==> src/rtl/ahb_ml_mac_acc.sv <==
// AHB-Lite dot-product accelerator: two signed operand vectors and a
// one-MAC-per-cycle engine with status flags, sticky overflow and IRQ.
module ahb_ml_mac_acc #(
  parameter int DATA_W  = 16,
  parameter int VEC_LEN = 8,
  parameter int ACC_W   = 40
) (
  input  logic        HCLK,
  input  logic        HRESETn,
  input  logic        HSEL,
  input  logic        HREADY,
  input  logic [1:0]  HTRANS,
  input  logic [2:0]  HSIZE,
  input  logic        HWRITE,
  input  logic [31:0] HADDR,
  input  logic [31:0] HWDATA,
  output logic        HREADYOUT,
  output logic [1:0]  HRESP,
  output logic [31:0] HRDATA,
  output logic        IRQ
);

  localparam int LW = 5;

  typedef enum logic [1:0] {
    S_IDLE,
    S_RUN,
    S_FIN
  } state_t;

  state_t state_q;
  state_t state_d;

  logic [7:0]  addr_q;
  logic        wr_q;
  logic        rd_q;
  logic        sel;

  logic signed [DATA_W-1:0] x_q [VEC_LEN];
  logic signed [DATA_W-1:0] w_q [VEC_LEN];
  logic [LW-1:0]            len_q;
  logic [LW-1:0]            idx_q;
  logic signed [ACC_W-1:0]  acc_q;
  logic                     ie_q;
  logic                     done_q;
  logic                     ovf_q;

  logic        busy;
  logic        mac_en;
  logic        fin;

  logic        a_ctrl;
  logic        a_len;
  logic        a_lo;
  logic        a_hi;
  logic        a_x;
  logic        a_w;
  logic        e_ok;
  logic [LW-1:0] eidx;

  logic        ctrl_we;
  logic        start_go;
  logic        clear_go;
  logic        last;
  logic [LW-1:0] len_wr;

  logic signed [DATA_W-1:0]   x_sel;
  logic signed [DATA_W-1:0]   w_sel;
  logic signed [2*DATA_W-1:0] prod;
  logic signed [ACC_W-1:0]    prod_ext;
  logic signed [ACC_W-1:0]    sum;
  logic                       ovf_now;

  logic signed [DATA_W-1:0] rx;
  logic signed [DATA_W-1:0] rw;
  logic signed [63:0]       acc64;
  logic [31:0]              rdata;

  logic unused_ok;

  assign HREADYOUT = 1'b1;
  assign HRESP     = 2'b00;
  assign IRQ       = done_q & ie_q;
  assign unused_ok = ^{HSIZE, HTRANS[0], HADDR[31:8]};

  assign sel = HSEL & HREADY & HTRANS[1];

  always_ff @(posedge HCLK or negedge HRESETn) begin
    if (!HRESETn) begin
      addr_q <= '0;
      wr_q   <= 1'b0;
      rd_q   <= 1'b0;
    end else begin
      wr_q <= sel & HWRITE;
      rd_q <= sel & ~HWRITE;
      if (sel)
        addr_q <= HADDR[7:0];
    end
  end

  // Decode from the latched address; shared by write and read paths
  assign eidx   = {1'b0, addr_q[5:2]};
  assign e_ok   = (addr_q[1:0] == 2'b00) &&
                  (eidx < LW'(VEC_LEN));
  assign a_ctrl = (addr_q == 8'h00);
  assign a_len  = (addr_q == 8'h04);
  assign a_lo   = (addr_q == 8'h08);
  assign a_hi   = (addr_q == 8'h0C);
  assign a_x    = (addr_q[7:6] == 2'b01) && e_ok;
  assign a_w    = (addr_q[7:6] == 2'b10) && e_ok;

  assign ctrl_we  = wr_q & a_ctrl;
  assign clear_go = ctrl_we & HWDATA[1];
  assign start_go = ctrl_we & HWDATA[0] &
                    ~HWDATA[1] & ~busy;

  assign len_wr = (HWDATA > 32'(VEC_LEN)) ?
                  LW'(VEC_LEN) : HWDATA[LW-1:0];

  always_ff @(posedge HCLK or negedge HRESETn) begin
    if (!HRESETn) begin
      for (int i = 0; i < VEC_LEN; i++) begin
        x_q[i] <= '0;
        w_q[i] <= '0;
      end
      len_q <= '0;
      ie_q  <= 1'b0;
    end else begin
      for (int i = 0; i < VEC_LEN; i++) begin
        if (wr_q & a_x & ~busy & (eidx == LW'(i)))
          x_q[i] <= HWDATA[DATA_W-1:0];
        if (wr_q & a_w & ~busy & (eidx == LW'(i)))
          w_q[i] <= HWDATA[DATA_W-1:0];
      end
      if (wr_q & a_len & ~busy)
        len_q <= len_wr;
      if (ctrl_we)
        ie_q <= HWDATA[2];
    end
  end

  always_ff @(posedge HCLK or negedge HRESETn) begin
    if (!HRESETn)
      state_q <= S_IDLE;
    else
      state_q <= state_d;
  end

  assign last = ((idx_q + LW'(1)) == len_q);

  always_comb begin
    state_d = state_q;
    unique case (state_q)
      S_IDLE: begin
        if (start_go)
          state_d = (len_q == '0) ? S_FIN : S_RUN;
      end
      S_RUN: begin
        if (last)
          state_d = S_FIN;
      end
      S_FIN:   state_d = S_IDLE;
      default: state_d = S_IDLE;
    endcase
    if (clear_go)
      state_d = S_IDLE;
  end

  always_comb begin
    busy   = 1'b0;
    mac_en = 1'b0;
    fin    = 1'b0;
    unique case (state_q)
      S_RUN: begin
        busy   = 1'b1;
        mac_en = 1'b1;
      end
      S_FIN: begin
        busy = 1'b1;
        fin  = 1'b1;
      end
      default: ;
    endcase
  end

  always_comb begin
    x_sel = '0;
    w_sel = '0;
    for (int i = 0; i < VEC_LEN; i++) begin
      if (idx_q == LW'(i)) begin
        x_sel = x_q[i];
        w_sel = w_q[i];
      end
    end
  end

  assign prod     = x_sel * w_sel;
  assign prod_ext = ACC_W'(prod);
  assign sum      = acc_q + prod_ext;
  // Same-sign operands producing an opposite-sign sum
  assign ovf_now  = (acc_q[ACC_W-1] == prod_ext[ACC_W-1]) &&
                    (sum[ACC_W-1] != acc_q[ACC_W-1]);

  always_ff @(posedge HCLK or negedge HRESETn) begin
    if (!HRESETn) begin
      acc_q  <= '0;
      idx_q  <= '0;
      done_q <= 1'b0;
      ovf_q  <= 1'b0;
    end else if (clear_go) begin
      acc_q  <= '0;
      idx_q  <= '0;
      done_q <= 1'b0;
      ovf_q  <= 1'b0;
    end else if (start_go) begin
      acc_q  <= '0;
      idx_q  <= '0;
      done_q <= 1'b0;
      ovf_q  <= 1'b0;
    end else if (mac_en) begin
      acc_q <= sum;
      idx_q <= idx_q + LW'(1);
      ovf_q <= ovf_q | ovf_now;
    end else if (fin) begin
      done_q <= 1'b1;
    end
  end

  assign acc64 = 64'(acc_q);

  always_comb begin
    rx = '0;
    rw = '0;
    for (int i = 0; i < VEC_LEN; i++) begin
      if (eidx == LW'(i)) begin
        rx = x_q[i];
        rw = w_q[i];
      end
    end
  end

  always_comb begin
    rdata = '0;
    unique case (1'b1)
      a_ctrl:  rdata = {28'd0, ovf_q, ie_q,
                        done_q, busy};
      a_len:   rdata = 32'(len_q);
      a_lo:    rdata = acc64[31:0];
      a_hi:    rdata = acc64[63:32];
      a_x:     rdata = 32'(rx);
      a_w:     rdata = 32'(rw);
      default: rdata = '0;
    endcase
  end

  assign HRDATA = rd_q ? rdata : 32'd0;

endmodule

==> config.mk <==
export PLATFORM = sky130hd
export DESIGN_NAME = ahb_ml_mac_acc
export DESIGN_NICKNAME = d
export VERILOG_FILES = /design/src/rtl/ahb_ml_mac_acc.sv
export SDC_FILE = /design/constraint.sdc
export NUM_CORES = 2
export LEC_CHECK = 0
export ABC_CLOCK_PERIOD_IN_PS = 19350
export CAP_MARGIN = 20
export CORE_UTILIZATION = 30
export DETAILED_ROUTE_END_ITERATION = 10
export HOLD_SLACK_MARGIN = 0.1
export PLACE_DENSITY = 0.43
export SLEW_MARGIN = 20
export SYNTH_ARGS = -nofsm -noshare
export SYNTH_HDL_FRONTEND = slang
export SYNTH_SLANG_ARGS = --single-unit
==> constraint.sdc <==
create_clock -name HCLK -period 19.35 [get_ports HCLK]
set_clock_uncertainty 0.15 [all_clocks]
set_input_delay 5.805 -clock HCLK [delete_from_list [all_inputs] [get_ports HCLK]]
set_output_delay 5.805 -clock HCLK [all_outputs]
set_load 0.005 [all_outputs]
* After elaboration in Yosys (flattened, before gate mapping)
Cells that the tools add are included.
** Operators by class
- Add/subtract/negate cells :: 2
- $mul :: 1
- Order comparisons :: 2
- Equality and inequality tests :: 27
- Multiplexer cells :: 56
- Bitwise logic cells :: 36
- Reduce and logical (&&, ||, !) cells :: 15
** Operator list (number)
- $mux 16 :: 32
- $pmux 32 s6 :: 1
- $mux 40 :: 3
- $add 40x32->40 :: 1
- $and 1x1->1 :: 32
- $gt 32x4->1 const B :: 1
- $mul 16x16->32 :: 1
- $mux 32 :: 1
- $eq 5x3->1 const B :: 4
- $mux 5 :: 4
- $eq 4x3->1 const B :: 4
- $eq 8x4->1 const B :: 2
- $logic_not 5->1 :: 3
- $eq 5x2->1 const B :: 2
- $mux 1 :: 10
- $eq 4x2->1 const B :: 2
- $eq 8x3->1 const B :: 1
- $logic_not 8->1 :: 1
- $mux 2 :: 4
- $ne 3x3->1 const B :: 2
- $reduce_bool 3->1 :: 2
- $add 5x1->5 const B :: 1
- $eq 5x1->1 const B :: 1
- $eq 5x5->1 :: 1
- 14 further kinds :: 23
** Storage, ports and cells
- Flip-flop bits (word level) :: 321
- Input port bits :: 74
- Output and inout port bits :: 36

* Longest topological paths before layout
- Depth after elaboration :: 17
- Depth in mapped cells :: 46
- Mapped depth without buffers :: 43

* Worst setup path before layout
OpenSTA, ideal clock, no wires.
- Path kind :: register to register
- Start point :: reg idx_q[0]
- End point :: reg acc_q[39]
- Setup time :: 79 ps
- Arrival :: 10091 ps
- Required time :: 19121 ps
- Slack :: 9030 ps
- Cell stages (with the launch flop) :: 44
- Path buffers :: 3
- Clock period less this slack :: 10320 ps
- Path through :: dfrtp_1 > inv_1 > ha_1 > or4b_1 > buf_2 > clkbuf_1 > a211oi_1 > a221oi_1 > a211oi_1 > a21oi_1 > a21oi_1 > buf_2 > nand2_1 > fa_1 > inv_1 > fa_1 > inv_1 > fa_1 > [8 not listed] > o21ai_1 > a221o_1 > a221o_1 > a21oi_1 > o21bai_1 > a21o_1 > a211oi_1 > a21oi_1 > ha_1 > and3_1 > and2_1 > a31oi_1 > nand2_1 > o311ai_2 > o21ai_0 > a311oi_1 > mux2i_1 > mux2i_1
** On the way
- Cells in the longest elaborated chain, start to end :: 14
- Elaborated cells on any way between the ends :: 29
- Classes of those cells :: 1 x add/sub; 1 x mul; 7 x eq/ne; 19 x mux; 1 x reduce/logical
** RTL lines
- from (decl) :: RTL line 42 : logic [LW-1:0] idx_q;
- from (signal assigned) :: RTL line 222 : idx_q <= idx_q + LW'(1);
- $logic_not 5->1 :: RTL line 190 : if (idx_q == LW'(i)) begin
- $mux 16 (8 in series) :: RTL line 190
- $mul 16x16->32 (*) :: RTL line 197 : assign prod = x_sel * w_sel;
- $add 40x32->40 (*) :: RTL line 199 : assign sum = acc_q + prod_ext;
- $mux 40 (*) :: RTL line 220 : end else if (mac_en) begin
- $mux 40 (*) :: RTL line 215 : end else if (start_go) begin
- $mux 40 (*) :: RTL line 210 : end else if (clear_go) begin
- to (signal assigned) :: RTL line 221 : acc_q <= sum;
- to (decl) :: RTL line 43 : logic signed [ACC_W-1:0] acc_q;
Mark *: on every way between the ends. The rest lies on a longest branch, timed or not. The select of a mux whose other input is x is not followed.
A chain may end at the register's enable or synchronous reset.

* Worst setup path in the final report
- Start point :: reg idx_q[2]
- End point :: reg acc_q[39]
The elaborated chain is that of the path after synthesis.

==> key figures <==
Run status
  – Status: complete, no violations

Setup path
  – Family with the most delay on the worst path: compound AO/OA/AOI/OAI gates
  – Most Frequent Cell on Critical Path: fa_1
  – Setup CP Type: flop to flop
  – CP Capture Type: flop
  – Max incr delay on CP: 0.73 ns
  – End of the worst register-to-register path: acc_q[39]
  – R2R cell count: 40
  – Largest fanout on the critical path: 36
  – Critical path arrival: 13.36 ns
  – Critical path destination: acc_q[39]
  – CP bufs+invs: 6
  – Reg2reg start: idx_q[2]
  – Crit start category: flop
  – WP depth: 40
  – Worst path slowest cell: and2_2
  – Crit path launch: idx_q[2]
  – FF-to-FF setup slack: 6.34 ns
  – Crit path required time: 19.71 ns

Timing
  – Final Max Tran Viols: 0
  – Setup_tns: 0 ns
  – Worst-Margin Slew: 1.13 ns
  – Period minus WS final: 13.01 ns
  – Final Cycle Share: 0.672
  – Max frequency: 76.9 MHz
  – Final Hold Fails: 0
  – RSZ-0062 raised after global routing: no
  – Max_slew headroom: 0.240
  – Setup violators final: 0

CTS
  – Total setup buffers inserted after CTS: 0
  – Hold buffer count at cts: 0
  – CTS tree: built
  – Num Clock Sinks: 321
  – H-tree levels: 2
  – CTS buffer count: 42
  – Worst-case clock buffer depth: 3
  – PostCTS Resize Cnt: 0
  – Worst skew pair latency: 0.59 ns
  – Root buf cell: clkbuf_16
  – Clock slew seen by the registers of the worst setup and hold paths: 0.06 ns

Logic synthesis
  – Synthesized instance count: 2907
  – Distinct cells, synth: 75
  – Count leader, synth: dfrtp_1
  – Number of synthesized register bits: 321
  – Area leader, netlist: dfrtp_1
  – Post-synth ARST share: 1.00
  – Share of the synthesized area in the top cell type: 0.283
  – Synthesized area: 28400 um^2
  – Post-synth EDFFs: 0
  – Sequential share of the synthesized area: 0.283
  – Dominant synthesized flop cell: dfrtp_1
  – Most frequent cells after synthesis: 321 x dfrtp_1, 317 x inv_1, 310 x nor2_1
  – Synth warn: 0
  – Top cells by area, synth: dfrtp_1 28%, fa_1 19%, mux2_2 10%
  – Mean Syn Cell Area: 9.77 um^2

Min path
  – HP Class: flop to flop

Place
  – I/O Buffers: 78
  – RD Place Congestion: 0.877
  – HPWL after DPL: 71.2 mm

Cells and area
  – Nets: 3397
  – Layout fillers: 9535
  – # diodes: 0
  – Layout cells sized above 1: 0.157
  – Synth-to-Final Area Change: 13.3%

Global routing
  – GRT Util Overall: 0.206
  – Initial antenna violation count: 1
  – GRT Residual Overflow: 0
  – Largest net degree at the start of global routing: 133
  – Global-route wire length before repair: 149 mm
  – Vias in the first global route: 23.6k

Run
  – Maximum Capacitance Violations: 0

Die
  – Chip Width: 310 um
  – # IOs: 110
  – Die height: 310 um
  – Rows: 112
  – Core area: 93500 um^2
  – Full die area: 95900 um^2
  – Initial core utilization: 0.304

Routing
  – WL/cell: 23.2 um
  – Drt via density: 5.35
  – Via count: 22.6k
  – Iter 0 DRT Violations: 1677
  – DR DRC count: 0
  – Detail Route Antenna Nets: 0
  – DRT Pass-1 Iters: 7
  – Total routed wirelength: 98.0 mm
-- cell usage in the layout (no fill, tap or decap), drive strengths merged, types with 20 or more instances in the layout --
cell           netlist  final
mux2i               32     32
a31oi               41     41
clkbuf             125     63
nand2              240    240
nor2               310    310
dfrtp              321    321
ha                 128    128
nor3                29     29
xnor2               44     44
a221oi              34     34
a21o                39     39
a211oi              79     79
inv                318    320
clkdlybuf4s50        0     77
a22oi               52     52
a21oi              135    135
mux4                23     23
o21ai               79     79
nand3               29     29
nand2b              25     25
o21a                20     20
fa                 263    263
a32oi               32     32
mux2               259    259
buf                 41     69
-- worst min-delay path by stage --
stage	start	end	cells past startpoint
6_report	w_q[115]	w_q[115]	2
5_1_grt	x_q[124]	x_q[124]	1
4_1_cts	x_q[67]	x_q[67]	2
3_5_place_dp	x_q[67]	x_q[67]	2
3_3_place_gp	w_q[115]	w_q[115]	2
2_1_floorplan	ovf_q	ovf_q	2
-- worst register-to-register path, delay by kind of cell, from the launching register on --
| kind | cells | cell delay, ns |
|---|---|---|
| adders and majority gates | 8 | 3.70 |
| AOI/OAI and AO/OA | 17 | 5.00 |
| and+or+nand+nor | 7 | 1.75 |
| DFF | 1 | 0.58 |
| muxes | 2 | 0.50 |
| buffers and inverters | 6 | 1.23 |
-- through the flow --
step                setup WS (ns)  instances  hold slack, ns  utilization  cell area (um^2)
floorplan                    9.03       2908           0.295            -             28400
global placement             6.30       4142           0.334        0.329             30700
detailed placement           6.35       4142           0.348        0.329             30700
CTS                          6.27       4218           0.361        0.344             32200
global route                 5.70       4218           0.397        0.344             32200
finish                       6.34       4218           0.362        0.344             32200
-- logic make-up (layout without fill, tap and decap cells) --
kind of cell,after synthesis,in the layout,synth area share
AND/OR/NAND/NOR,746,746,0.116
AO/OA/AOI/OAI,586,586,0.142
buffers and inverters,484,540,0.0658
adder cells (fa/ha/maj),391,391,0.242
flip-flops,321,321,0.283
multiplexers,314,314,0.132
XOR/XNOR,63,63,0.0194
other,2,3,0.000265
-- layout make-up --
| type | instances | area (um^2) | share of cell area |
|---|---|---|---|
| multi-input combinational | 2103 | 18600 | 0.579 |
| sequential | 321 | 8040 | 0.250 |
| tap | 1254 | 1570 | 0.0488 |
| timing repair buffer | 146 | 1310 | 0.0407 |
| clock buffer | 63 | 1240 | 0.0386 |
| inverter | 318 | 1190 | 0.0371 |
| clock inverter | 13 | 209 | 0.00650 |
-- state kept, by name (all words and copies together) (netlist names), 2 cells and up --
name,cells
acc_q,40
addr_q,8
idx_q,5
len_q,5
state_q,2
w_q,128
x_q,128
-- routing by layer --
layer | up-vias | track usage | part of all wire
met4 | 0 | 0.0591 | 0.027
met5 | - | 0 | 0
met1 | 11700 | 0.273 | 0.44
met2 | 658 | 0.356 | 0.49
li1 | 10100 | - | -
met3 | 135 | 0.0185 | 0.041
Power is not shown: default switching activity piles up to over one toggle a cycle in this logic, so the estimate is an artifact.
